## config.mk

```make
export PLATFORM = sky130hd
export DESIGN_NAME = hazard_ctrl
export DESIGN_NICKNAME = d
export VERILOG_FILES = /design/src/rtl/hazard_ctrl.sv
export SDC_FILE = /design/constraint.sdc
export NUM_CORES = 1
export LEC_CHECK = 0
export ABC_CLOCK_PERIOD_IN_PS = 2450
export CAP_MARGIN = 20
export CORE_AREA = 3 3 83 85
export DETAILED_ROUTE_END_ITERATION = 8
export DIE_AREA = 0 0 86 88
export PLACE_DENSITY = 0.78
export SLEW_MARGIN = 30
export SYNTH_ARGS = -nofsm -noshare
export SYNTH_HDL_FRONTEND = slang
export SYNTH_SLANG_ARGS = --single-unit
```

## constraint.sdc

```tcl
create_clock -name clk -period 2.45 [get_ports clk]
set_input_delay 0.245 -clock clk [delete_from_list [all_inputs] [get_ports clk]]
set_output_delay 0.245 -clock clk [all_outputs]
set_load 0.01 [all_outputs]
```

## src/rtl/hazard_ctrl.sv

```systemverilog
// hazard_ctrl: hazard detection and forwarding control for a 5-stage MIPS pipeline.
// This block tracks the destination and result class of the instructions in E, M and W.
// From those entries it produces the E-stage and D-stage forward selects, the stall and
// flush controls, and a saturating count of stall cycles.
module hazard_ctrl #(
  parameter int unsigned CNT_W = 32
) (
  input  logic             clk,
  input  logic             reset,
  input  logic [4:0]       rs_D,
  input  logic [4:0]       rt_D,
  input  logic             use_rs_D,
  input  logic             use_rt_D,
  input  logic             tuse_rs_D,
  input  logic             tuse_rt_D,
  input  logic [4:0]       dst_D,
  input  logic [1:0]       cls_D,
  output logic [1:0]       ForwardAE,
  output logic [1:0]       ForwardBE,
  output logic [1:0]       ForwardAD,
  output logic [1:0]       ForwardBD,
  output logic             stall_D,
  output logic             flush_E,
  output logic [CNT_W-1:0] stall_count
);

  localparam logic [1:0] CLS_ALU  = 2'd1;
  localparam logic [1:0] CLS_LOAD = 2'd2;
  localparam logic [1:0] CLS_LINK = 2'd3;

  localparam logic [1:0] FWD_RF   = 2'b00;
  localparam logic [1:0] FWD_ALUM = 2'b01;
  localparam logic [1:0] FWD_RESW = 2'b10;
  localparam logic [1:0] FWD_PCM  = 2'b11;

  typedef struct packed {
    logic [4:0] rs;
    logic [4:0] rt;
    logic [4:0] dst;
    logic [1:0] cls;
  } entry_t;

  localparam entry_t BUBBLE = '{rs: 5'd0, rt: 5'd0, dst: 5'd0, cls: 2'd0};

  entry_t e_q, m_q, w_q, e_d;
  logic [CNT_W-1:0] stall_count_q, stall_count_d;
  logic stall_rs, stall_rt;

  // A source hits a stage only if that stage really writes a non-zero register.
  function automatic logic src_match(input logic [4:0] src, input entry_t ent);
    return (src == ent.dst) && (ent.dst != 5'd0) && (ent.cls != 2'd0);
  endfunction

  // E-stage select; a load sitting in M yields RF since the stall keeps that case unreachable.
  function automatic logic [1:0] fwd_e(input logic [4:0] src, input entry_t m, input entry_t w);
    logic [1:0] sel;
    sel = FWD_RF;
    if (src_match(src, m)) begin
      if (m.cls == CLS_ALU)       sel = FWD_ALUM;
      else if (m.cls == CLS_LINK) sel = FWD_PCM;
      else                        sel = FWD_RF;
    end else if (src_match(src, w)) begin
      sel = FWD_RESW;
    end
    return sel;
  endfunction

  // D-stage compare select; W needs no path because the register file writes through.
  function automatic logic [1:0] fwd_d(input logic [4:0] src, input entry_t m);
    logic [1:0] sel;
    sel = FWD_RF;
    if (src_match(src, m)) begin
      if (m.cls == CLS_ALU)       sel = FWD_ALUM;
      else if (m.cls == CLS_LINK) sel = FWD_PCM;
    end
    return sel;
  endfunction

  // One source stalls when its value cannot be produced in time by any forward path.
  function automatic logic src_stall(input logic [4:0] src, input logic use_src,
                                     input logic tuse, input entry_t e, input entry_t m);
    logic hit_e, hit_m;
    hit_e = src_match(src, e) &&
            ((e.cls == CLS_LOAD) ||
             ((e.cls == CLS_ALU)  && !tuse) ||
             ((e.cls == CLS_LINK) && !tuse));
    hit_m = src_match(src, m) && (m.cls == CLS_LOAD) && !tuse;
    return use_src && (hit_e || hit_m);
  endfunction

  // Hazard detection, forward selects and next-state for the E entry and the counter.
  always_comb begin
    stall_rs      = src_stall(rs_D, use_rs_D, tuse_rs_D, e_q, m_q);
    stall_rt      = src_stall(rt_D, use_rt_D, tuse_rt_D, e_q, m_q);
    stall_D       = stall_rs | stall_rt;
    flush_E       = stall_D;
    ForwardAE     = fwd_e(e_q.rs, m_q, w_q);
    ForwardBE     = fwd_e(e_q.rt, m_q, w_q);
    ForwardAD     = fwd_d(rs_D, m_q);
    ForwardBD     = fwd_d(rt_D, m_q);
    e_d           = stall_D ? BUBBLE : '{rs: rs_D, rt: rt_D, dst: dst_D, cls: cls_D};
    stall_count_d = stall_count_q;
    if (stall_D && (stall_count_q != {CNT_W{1'b1}})) begin
      stall_count_d = stall_count_q + CNT_W'(1);
    end
  end

  // Advance the tracking pipeline and the stall counter; reset takes priority.
  always_ff @(posedge clk) begin
    if (reset) begin
      e_q           <= BUBBLE;
      m_q           <= BUBBLE;
      w_q           <= BUBBLE;
      stall_count_q <= '0;
    end else begin
      e_q           <= e_d;
      m_q           <= e_q;
      w_q           <= m_q;
      stall_count_q <= stall_count_d;
    end
  end

  assign stall_count = stall_count_q;

endmodule

```

==> flow_metrics.tcl <==
set metrics [dict create \
    cts_root_buffer "clkbuf_8" \
    synth_cell_types 36 \
    cts_hold_buf 0 \
    syn_inst 355 \
    nFillCells 487 \
    syn_avg_cell_area_sq_um 8.80 \
    coreArea_sq_mm 0.00628 \
    overflow 0 \
    tightest_slew_ps 510 \
    clock_skew_ps 6.00 \
    dpl_cell_area_sq_mm 0.00395 \
    die_h_microns 88 \
    route.detailed.drc 0 \
    grt_max_degree 49 \
    max_cap_viol_count 0 \
    dp_hpwl_microns 5620 \
    critPathKind "in2reg" \
    clkTransAtPathRegs_ps 70 \
    final_util_pct 68.3 \
    period_share_pct 96.7 \
    io_pins 65 \
    numCtsBuffers 9 \
    ys_ff_latch 63 \
    slew_headroom_pct 66.0 \
    layout.cells.non_filler 518 \
    grt_pass1_vias 2794 \
    antenna_found_initial 0 \
    multi_input_area_sq_mm 0.00178 \
    final-hold-violation-count 0 \
    routabilityCongestion 0.847 \
    cts_tree "yes" \
    drive_above_1_share_pct 13.6 \
    grt_pass1_wl_microns 13000 \
    clk_latency_ps 330 \
    syn2layout_area_growth_pct 37.2 \
    stdcell_area_sq_mm 0.00429 \
    die_w_microns 86 \
    syn-cell-area_sq_mm 0.00312 \
    vdd_ir_drop_max_uv 475 \
    syn_nets 379 \
    routed_wl_microns 8040 \
    start_kind "input pin" \
    max_freq_ghz 0.422 \
    wl_per_cell_microns 15.5 \
    p_leak_uw 0.00161 \
    cp.required_ps 2710 \
    status "finished, final reports clean" \
    fin_crit_ps 2370 \
    mostFrequentLayoutCells "dfxtp_1 (58), clkdlybuf4s50_1 (58), a21oi_1 (29)" \
    clkSinkCount 63 \
    worstPathMaxFanout 11 \
    setup_viol 0 \
    dr.pass1.iters 4 \
    antennaDiodeCount 0 \
    finalMaxSlewViolations 0 \
    dr_total_vias 2966 \
    seqCellArea_sq_mm 0.00127 \
    crit_arrival_ps 2630 \
    clock_path_buffers 2 \
    ys_seq_area_share_pct 40.4 \
    viasPerCell 5.73 \
    initialDrtViolationCount 206 \
    ys_warn_count 0 \
    hp-class "in2reg" \
    port_buffers 64 \
    fp-row-count 29 \
    dp_slack_ps -232 \
    grt_usage_pct 21.3 \
    ant_nets 0 \
    nets 460 \
    initial_core_util_pct 49.8 \
    p_per_area_mw_per_mm2 531 \
    dpl.cell_count 496 \
    die_area_sq_mm 0.00757 \
    htree_num_levels 3 \
    crit_path_end_kind "register" \
    setup_slack_ps 80.7 \
    setup_tns_ps 0 \
]
## cells by family after synthesis
| kind of cell | share of synthesized area, % |
|---|---|
| AO/OA/AOI/OAI | 13.1 |
| XOR/XNOR | 11.5 |
| adder cells (fa/ha/maj) | 0.400 |
| buffers and inverters | 4.65 |
| flip-flops | 40.4 |
| multiplexers | 0.721 |
| AND/OR/NAND/NOR | 29.3 |
## report_power, final
| group | switching, uW | internal (uW) | total, uW |
|---|---|---|---|
| clock | 383 | 628 | 1010 |
| sequential | 28.6 | 1050 | 1080 |
| combinational | 85.2 | 103 | 189 |
| total | 497 | 1780 | 2280 |
## path summary, 6_finish.rpt
path                            cells after the start     start               to  slack [ps]
worst max-delay path                                9   rs_D[3]  stall_count[23]          80
worst min-delay path                                2  dst_D[3]           e_q[5]         470
worst max register to register                      8    m_q[5]  stall_count[23]          90
worst min register to register                      1    e_q[1]           m_q[1]         500
## synthesized netlist by cell type, drive strengths merged
cell type / n / area share, %
and4: 5 / 1.4
or3: 13 / 2.6
o21ai: 14 / 2.2
ha: 1 / 0.40
nor4: 6 / 1.2
a21o: 1 / 0.24
xor2: 24 / 6.7
buf: 10 / 2.5
o31a: 1 / 0.28
nor2b: 17 / 3.4
dfxtp: 63 / 40
nand3: 15 / 2.4
or4: 16 / 3.8
nor2: 9 / 1.1
o31ai: 15 / 3.6
a211oi: 1 / 0.24
clkbuf: 15 / 1.8
o22ai: 1 / 0.20
and3: 12 / 2.4
xnor2: 17 / 4.8
o41ai: 2 / 0.56
inv: 3 / 0.36
mux2: 2 / 0.72
nor3: 4 / 0.80
nand3b: 3 / 0.72
nand2: 13 / 1.6
and2: 24 / 4.9
o21ba: 1 / 0.32
nand4: 15 / 3.0
a21oi: 30 / 4.8
o22a: 2 / 0.56
## per-layer routing
metal  track usage [%]  wire length [microns]  up-vias
met5                 0                      0        -
met4              10.4                    129        0
met3              2.54                    452       12
met2              33.4                   3940       93
met1              29.3                   3520     1416
li1                  -                      -     1445
## metrics by stage
stage                     hold slack, ps  total power (uW)
after floorplan                      367              1190
after global routing                 469              2350
after detailed placement             463              1270
after global placement               451              1270
final                                471              2280
after CTS                            463              2280
## state kept, by name, indices dropped and copies added, names as in the netlist
name and flops:
w_q 7, e_q 17, stall_count 32, m_q 7
## cell type report
| cell class | instances | area share, % |
|---|---|---|
| sequential | 63 | 29.7 |
| inverter | 3 | 0.263 |
| clock inverter | 3 | 1.52 |
| clock buffer | 13 | 3.71 |
| timing repair buffer | 94 | 21.1 |
| tap | 77 | 2.25 |
| multi-input combinational | 265 | 41.5 |
## timing repair
action | CTS | global route
endpoints found under the setup margin | 7 | 24
resized for setup | 11 | 12
setup buffers | 0 | 5
endpoints found under the hold margin | 0 | 0
pin swaps | 2 | 5
gates cloned | 0 | 1
## critical path: stages
cell and delay, ps:
clkdlybuf4s50_1 470, xor2_1 170, nor3_1 220, nand4_1 170, o22a_1 260, and2_4 230, buf_4 180, or4_1 540
a21oi_2 160
Note: power is estimated with default switching activity, not from simulation.
